==> config.mk <==
export PLATFORM = sky130hd
export DESIGN_NAME = vga_mem_arbiter_flat
export DESIGN_NICKNAME = d
export VERILOG_FILES = /design/src/rtl/vga_mem_arbiter_if.sv /design/src/rtl/vga_mem_arbiter.sv /design/src/flat_wrapper.sv
export SDC_FILE = /design/constraint.sdc
export NUM_CORES = 1
export LEC_CHECK = 0
export CORE_AREA = 2 2 174 176
export DETAILED_ROUTE_END_ITERATION = 10
export DIE_AREA = 0 0 176 178
export HOLD_SLACK_MARGIN = 0.02
export PLACE_DENSITY = 0.55
export SLEW_MARGIN = 20
export SYNTH_ARGS = -nofsm -noshare
export SYNTH_HDL_FRONTEND = slang
export SYNTH_SLANG_ARGS = --single-unit
export TNS_END_PERCENT = 5
==> constraint.sdc <==
create_clock -name CLK -period 3.1 [get_ports CLK]
set_input_delay 0.62 -clock CLK [delete_from_list [all_inputs] [get_ports CLK]]
set_output_delay 0.62 -clock CLK [all_outputs]
set_load 0.01 [all_outputs]
==> src/rtl/vga_mem_arbiter_if.sv <==
// Bus bundle between the VGA pointer / host logic and the display register bank arbiter.
// master = requesters' side, slave = arbiter side.
interface vga_mem_arbiter_if #(
    parameter int ADDR_W = 4,
    parameter int DATA_W = 8
);
    logic              Blank;
    logic [ADDR_W-1:0] VgaAddr;
    logic [DATA_W-1:0] VgaData;
    logic              HostReq;
    logic              HostWe;
    logic [ADDR_W-1:0] HostAddr;
    logic [DATA_W-1:0] HostWData;
    logic [DATA_W-1:0] HostRData;
    logic              HostAck;
    logic              Stolen;

    modport master (
        output Blank, VgaAddr, HostReq, HostWe, HostAddr, HostWData,
        input  VgaData, HostRData, HostAck, Stolen
    );

    modport slave (
        input  Blank, VgaAddr, HostReq, HostWe, HostAddr, HostWData,
        output VgaData, HostRData, HostAck, Stolen
    );
endinterface

==> src/rtl/vga_mem_arbiter.sv <==
// Single-ported 2^ADDR_W x DATA_W display bank shared by the per-cycle VGA read path
// and a 4-phase req/ack host port; host gets the port during blanking or after MAX_WAIT.
module vga_mem_arbiter #(
    parameter int ADDR_W   = 4,
    parameter int DATA_W   = 8,
    parameter int MAX_WAIT = 800,
    parameter int WAIT_W   = 10
) (
    input  logic               CLK,
    input  logic               RESET,
    vga_mem_arbiter_if.slave   bus
);
    localparam int                DEPTH   = 1 << ADDR_W;
    localparam logic [WAIT_W-1:0] MAX_CNT = WAIT_W'(MAX_WAIT);

    typedef enum logic [1:0] {IDLE, ACCESS, ACK} state_t;

    state_t              r_state;
    state_t              w_next;
    logic [WAIT_W-1:0]   r_waitcnt;
    logic                r_req_we;
    logic [ADDR_W-1:0]   r_req_addr;
    logic [DATA_W-1:0]   r_req_wdata;
    logic [DATA_W-1:0]   r_bank [DEPTH];
    logic [DATA_W-1:0]   r_vga_data;
    logic [DATA_W-1:0]   r_host_rdata;
    logic                r_host_ack;
    logic                r_stolen;
    logic                w_grant;

    // Grant during blanking, or forced once the host has waited MAX_WAIT cycles.
    assign w_grant = (r_state == IDLE) && bus.HostReq &&
                     (bus.Blank || (r_waitcnt == MAX_CNT));

    always_ff @(posedge CLK or negedge RESET) begin
        if (!RESET) r_state <= IDLE;
        else        r_state <= w_next;
    end

    always_comb begin
        w_next = r_state;
        case (r_state)
            IDLE:    if (w_grant) w_next = ACCESS;
            ACCESS:  w_next = ACK;
            ACK:     if (!bus.HostReq) w_next = IDLE;
            default: w_next = IDLE;
        endcase
    end

    always_ff @(posedge CLK or negedge RESET) begin
        if (!RESET) begin
            r_waitcnt   <= '0;
            r_req_we    <= 1'b0;
            r_req_addr  <= '0;
            r_req_wdata <= '0;
            r_host_ack  <= 1'b0;
            r_stolen    <= 1'b0;
        end else begin
            if (!bus.HostReq || w_grant)
                r_waitcnt <= '0;
            else if (r_state == IDLE && r_waitcnt != MAX_CNT)
                r_waitcnt <= r_waitcnt + WAIT_W'(1);

            if (w_grant) begin
                r_req_we    <= bus.HostWe;
                r_req_addr  <= bus.HostAddr;
                r_req_wdata <= bus.HostWData;
            end

            r_host_ack <= (w_next == ACK);
            r_stolen   <= w_grant && !bus.Blank;
        end
    end

    // The host owns the port only in ACCESS; the VGA read path holds its data there.
    always_ff @(posedge CLK or negedge RESET) begin
        if (!RESET) begin
            for (int i = 0; i < DEPTH; i++) r_bank[i] <= '0;
            r_vga_data   <= '0;
            r_host_rdata <= '0;
        end else if (r_state == ACCESS) begin
            if (r_req_we) r_bank[r_req_addr] <= r_req_wdata;
            else          r_host_rdata       <= r_bank[r_req_addr];
        end else begin
            r_vga_data <= r_bank[bus.VgaAddr];
        end
    end

    assign bus.VgaData   = r_vga_data;
    assign bus.HostRData = r_host_rdata;
    assign bus.HostAck   = r_host_ack;
    assign bus.Stolen    = r_stolen;
endmodule

==> src/flat_wrapper.sv <==
// flat-port wrapper written by rule: the top's interface ports become plain ports
module vga_mem_arbiter_flat 
#(
    parameter int ADDR_W   = 4,
    parameter int DATA_W   = 8,
    parameter int MAX_WAIT = 800,
    parameter int WAIT_W   = 10
)
  (CLK, RESET, bus_Blank, bus_VgaAddr, bus_HostReq, bus_HostWe, bus_HostAddr, bus_HostWData, bus_VgaData, bus_HostRData, bus_HostAck, bus_Stolen);
  vga_mem_arbiter_if #(.ADDR_W(ADDR_W), .DATA_W(DATA_W)) bus_i ();
  input  logic CLK;
  input  logic RESET;
  input wire logic [$bits(bus_i.Blank)-1:0] bus_Blank;
  input wire logic [$bits(bus_i.VgaAddr)-1:0] bus_VgaAddr;
  input wire logic [$bits(bus_i.HostReq)-1:0] bus_HostReq;
  input wire logic [$bits(bus_i.HostWe)-1:0] bus_HostWe;
  input wire logic [$bits(bus_i.HostAddr)-1:0] bus_HostAddr;
  input wire logic [$bits(bus_i.HostWData)-1:0] bus_HostWData;
  output wire logic [$bits(bus_i.VgaData)-1:0] bus_VgaData;
  output wire logic [$bits(bus_i.HostRData)-1:0] bus_HostRData;
  output wire logic [$bits(bus_i.HostAck)-1:0] bus_HostAck;
  output wire logic [$bits(bus_i.Stolen)-1:0] bus_Stolen;
  assign bus_i.Blank = bus_Blank;
  assign bus_i.VgaAddr = bus_VgaAddr;
  assign bus_i.HostReq = bus_HostReq;
  assign bus_i.HostWe = bus_HostWe;
  assign bus_i.HostAddr = bus_HostAddr;
  assign bus_i.HostWData = bus_HostWData;
  assign bus_VgaData = bus_i.VgaData;
  assign bus_HostRData = bus_i.HostRData;
  assign bus_HostAck = bus_i.HostAck;
  assign bus_Stolen = bus_i.Stolen;
  vga_mem_arbiter #(.ADDR_W(ADDR_W), .DATA_W(DATA_W), .MAX_WAIT(MAX_WAIT), .WAIT_W(WAIT_W)) u_core (.CLK(CLK), .RESET(RESET), .bus(bus_i));
endmodule
Word-level counts from Yosys, hierarchy flattened --
Index checks and enable logic that the tools add are counted.
Word-level totals: register bits after elaboration 171, bits of input ports 21, output and inout bits 18, logic and storage cells 64
Operators by class: $add $sub $neg 1, magnitude comparators 3, equal/unequal tests 5, mux-type cells 14, bitwise logic cells 3, reduce and logical (&&, ||, !) cells 13
Operator list (count):
- $bwmux 128 | 1
- $bmux 8 s4 | 2
- $mux 8 | 5
- $demux 8 s4 | 1
- $mux 10 | 2
- $add 10x1->10 const B | 1
- $eq 10x10->1 const B | 1
- $ge 5x5->1 const B | 2
- $ne 10x10->1 const B | 1
- $not 4->5 | 2
- $pmux 2 s3 | 1
- $logic_and 1x1->1 | 5
- $lt 5x1->1 const B | 1
- $eq 2x2->1 const B | 2
- $mux 2 | 2
- $reduce_and 2->1 | 2
- $eq 2x1->1 const B | 1
- $logic_not 1->1 | 2
- $logic_not 2->1 | 1
- $logic_or 1x1->1 | 2
- $reduce_bool 2->1 | 1
- $not 1->1 | 1

Longest topological paths before layout --
depth after elaboration 6, gate-level depth with buffers 7, mapped depth without buffers 6

Worst setup path before layout --
No wires, ideal clock.
kind input to register, start point input bus_VgaAddr[2], end point register u_core.r_vga_data[5], in the netlist u_core.bus.VgaData[5], library setup time 0.124 ns, data arrival time 1.963 ns, data required time 2.976 ns, path slack 1.013 ns, stages 6, buffers on the path 2, cell sequence clkbuf_1 -> clkbuf_1 -> mux2_2 -> o22ai_1 -> nor4_1 -> a211o_1
On the way: cells in the longest elaborated chain, start to end 4
RTL lines:
- start: declaration | RTL line flat_wrapper.sv:14 | input wire logic [$bits(bus_i.VgaAddr)-1:0] bus_VgaAddr;
- $not 4->5 (implied by the code) | RTL line vga_mem_arbiter.sv:85 | r_vga_data <= r_bank[bus.VgaAddr];
- $bmux 8 s4 | RTL line vga_mem_arbiter.sv:85
- $mux 8 (implied by the code) (2 in a row) | RTL line vga_mem_arbiter.sv:85
- end signal: assignment | RTL line vga_mem_arbiter.sv:85
- end: declaration | RTL line vga_mem_arbiter.sv:25 | logic [DATA_W-1:0] r_vga_data;
Every way passes these cells. The select of a mux whose other input is x is not followed. A chain may end at the register's enable or synchronous reset.

Worst setup path after layout --
start point register u_core.r_state[0], end point register u_core.r_bank[17] in the netlist's numbering
On the way: cells in the longest elaborated chain, start to end 2
RTL lines:
- start: declaration | RTL line vga_mem_arbiter.sv:18 | state_t r_state;
- start signal: assignment | RTL line vga_mem_arbiter.sv:37 | else r_state <= w_next;
- $eq 2x1->1 | RTL line vga_mem_arbiter.sv:81 | end else if (r_state == ACCESS) begin
- $reduce_and 2->1 (no source line)
- end signal: indexed assignment | RTL line vga_mem_arbiter.sv:82 | if (r_req_we) r_bank[r_req_addr] <= r_req_wdata;
- end: declaration | RTL line vga_mem_arbiter.sv:24 | logic [DATA_W-1:0] r_bank [DEPTH];
Every way passes these cells.

==> summary.md <==
| Metric | Value |
|---|---|
| RSZ-0062 raised after global routing | `no` |
| #FFs+latches synth | `171` |
| Startpoint Class | `flip-flop` |
| Routed wire per std cell | `21.0 microns` |
| R2R Path Start | `u_core.r_state[0]` |
| Share of the synthesized area in the top cell type | `49.0%` |
| Root Buffer | `clkbuf_16` |
| Worst path cell trace | `nor2b_1 > buf_4 > and4b_1 > nand3_1 > mux2_2` |
| Nets | `738` |
| Initial Utilization | `29.7%` |
| GRT Util Overall | `15.8%` |
| Initial DRC Count | `335` |
| Final HPWL DP | `16000 microns` |
| Antenna-violating nets left | `0` |
| Max IR drop VDD | `0.332 mV` |
| Mapped cell area | `8740 sq um` |
| Reg area | `4280 sq um` |
| Pwr dens | `753 nW/um^2` |
| Leak | `0.00453 uW` |
| Via/cell ratio | `5.27` |
| Die Wd | `176 microns` |
| Max cap viols | `0` |
| GRT overflow | `0` |
| IO Pins | `39` |
| Yosys warns | `0` |
| Max Clock Freq | `410 MHz` |
| Final count of pins violating max slew | `0` |
| Row Count | `63` |
| Largest area contributor in the netlist | `dfrtp_1` |
| Avg Cell Area, Syn | `12.7 sq um` |
| Crit path launch | `u_core.r_state[0]` |
| CTS tree | `yes` |
| N_diodes | `0` |
| Minimum clock period | `2440 ps` |
| H-tree levels | `4` |
| Slew margin rel. | `42.9%` |
| Critical path capture point | `u_core.r_bank[17]` |
| CP arrival | `2750 ps` |
| Area taken by multi-input logic gates | `4240 sq um` |
| Final setup viols | `0` |
| Min-delay worst type | `input pin to async pin` |
| Critical path peak fanout | `18` |
| Slowest CP cell | `nand3_1` |
| Post-synth top cells | `mux2_2, dfrtp_1, o22ai_1` |
| Worst Tran Pin Value | `857 ps` |
| CTS clk-pin slew, worst paths | `60 ps` |
| Placer Congestion | `0.806` |
| Final Hold Vio Count | `0` |
| Fill cell count | `2867` |
| Fin crit share | `78.7%` |
| Most used flip-flop cell after synthesis | `dfrtp_1` |
| Final worst slack | `659 ps` |
| Register area share after synthesis | `49.0%` |
| Cells on worst reg2reg path | `5` |
| Full die area | `31300 sq um` |
| Critical Path End Type | `flip-flop` |
| Setup TNS | `0 ps` |
| Largest net degree at the start of global routing | `81` |
| EDFF count, synth | `0` |
| R2R Path End | `u_core.r_bank[17]` |
| Cells after Synth | `687` |
| Synth unique cells | `48` |
| Ys async rst share | `100%` |
| Via count | `5890` |
| Status | `completed` |
| TritonCTS Buffers | `17` |
| Routed Wire Length | `23500 microns` |
| Syn_nets | `710` |
| Top cells by area, synth | `dfrtp_1, mux2_2, mux4_2` |
| Vias in the first global route | `5988` |
| Setup bufs post-CTS | `0` |
| R2R Setup Slk | `660 ps` |
| Place WS | `490 ps` |
| Cell with the most instances after synthesis | `mux2_2` |
| Hold Buf Count CTS | `0` |
| Latest clock arrival within the worst-skew pair | `440 ps` |
| PortBufs | `38` |
| Req. time, crit path | `3410 ps` |
| Crit-path max cell delay | `530 ps` |
| Core footprint | `29400 sq um` |
| First-pass detailed-route iteration total | `5` |
| Post-CTS sizing | `0` |
| Clock tree buffer depth | `2` |
| Syn-to-layout area delta | `16.5%` |
| CP Class | `flip-flop to flip-flop` |
| Share of cells above drive strength 1 | `37.0%` |
| Clk sinks | `171` |
| DRC viols | `0` |
| Worst clock skew | `12.2 ps` |
| Die height | `178 microns` |
| Initial antenna violation count | `2` |
| First-pass GRT wire length | `37200 microns` |
-- worst min-delay path by stage --
stage / startpoint / endpoint / cells after the start
2_1_floorplan: RESET / u_core.bus.HostAck / 0
3_3_place_gp: u_core.r_bank[24] / u_core.r_bank[24] / 1
3_5_place_dp: u_core.bus.VgaData[5] / u_core.bus.VgaData[5] / 1
4_1_cts: RESET / u_core.r_bank[64] / 1
5_1_grt: RESET / u_core.r_bank[81] / 1
6_report: RESET / u_core.r_bank[89] / 1
-- area by class of cell --
cell class,count,share of cell area (%)
Clock inverter,13,1.77
Tap cell,390,4.79
Inverter,6,0.221
Clock buffer,19,4.25
Sequential cell,171,42.0
Timing Repair Buffer,56,5.27
Multi-Input combinational cell,463,41.7
-- layer usage --
layer | part of all wire (%) | global-route usage, % | vias up
li1 | - | - | 2663
met1 | 47 | 21.8 | 3073
met2 | 47 | 25.1 | 118
met3 | 4.1 | 3.30 | 32
met4 | 2.0 | 4.82 | 4
met5 | 0.089 | 0 | -
-- worst max-delay path: cells and delay by family (launching register included) --
| kind | cells | cell delay [ps] |
|---|---|---|
| and+or+nand+nor | 3 | 1100 |
| DFF | 1 | 470 |
| muxes | 1 | 480 |
| buffers and inverters | 1 | 270 |
-- stage by stage --
step / power [uW] / util, % / instance area [sq um] / hold slack (ps) / std cells
2_1_floorplan: 4650 / - / 8740 / 324 / 687
3_3_place_gp: 5410 / 32.6 / 9570 / 498 / 1086
3_5_place_dp: 5450 / 32.6 / 9570 / 511 / 1086
4_1_cts: 7720 / 34.6 / 10200 / 133 / 1118
5_1_grt: 8070 / 34.6 / 10200 / 148 / 1118
6_report: 7660 / 34.6 / 10200 / 124 / 1118
-- cell families after synthesis --
family          Yosys count  synth area share [%]
flops                   171                  49.0
mux                     239                  32.4
xor+xnor                  3                 0.301
compound gates           96                  7.43
simple gates            123                  8.15
fa+ha+maj                 2                 0.286
buf+inv                  53                  2.48
-- layout by cell type (no fill, tap or decap), types with 17 or more instances in the layout --
cell / synthesis / final
nand2_1: 19 / 19
nor2b_1: 19 / 19
mux2_2: 188 / 188
dfrtp_1: 171 / 170
nor4_1: 18 / 18
mux2i_1: 33 / 33
clkdlybuf4s50_1: 0 / 36
clkbuf_16: 0 / 17
nor2_1: 24 / 24
o22ai_1: 40 / 40
-- registers in the layout (all words and copies together), names as in the netlist --
name	count
u_core.bus.HostAck	1
u_core.r_state	2
u_core.r_req_we	1
u_core.r_bank	128
u_core.bus.VgaData	8
u_core.bus.HostRData	8
u_core.r_waitcnt	10
u_core.bus.Stolen	1
u_core.r_req_addr	4
u_core.r_req_wdata	8
-- where the power goes --
group / internal, uW / leakage [uW] / total [uW] / switching [uW]
Sequential: 2830 / 0.00229 / 3430 / 606
Clock: 1300 / 0.000304 / 2260 / 964
Combinational: 1120 / 0.00194 / 1970 / 853
Total: 5240 / 0.00453 / 7660 / 2420
No activity file was read; power rests on OpenSTA's default activity.
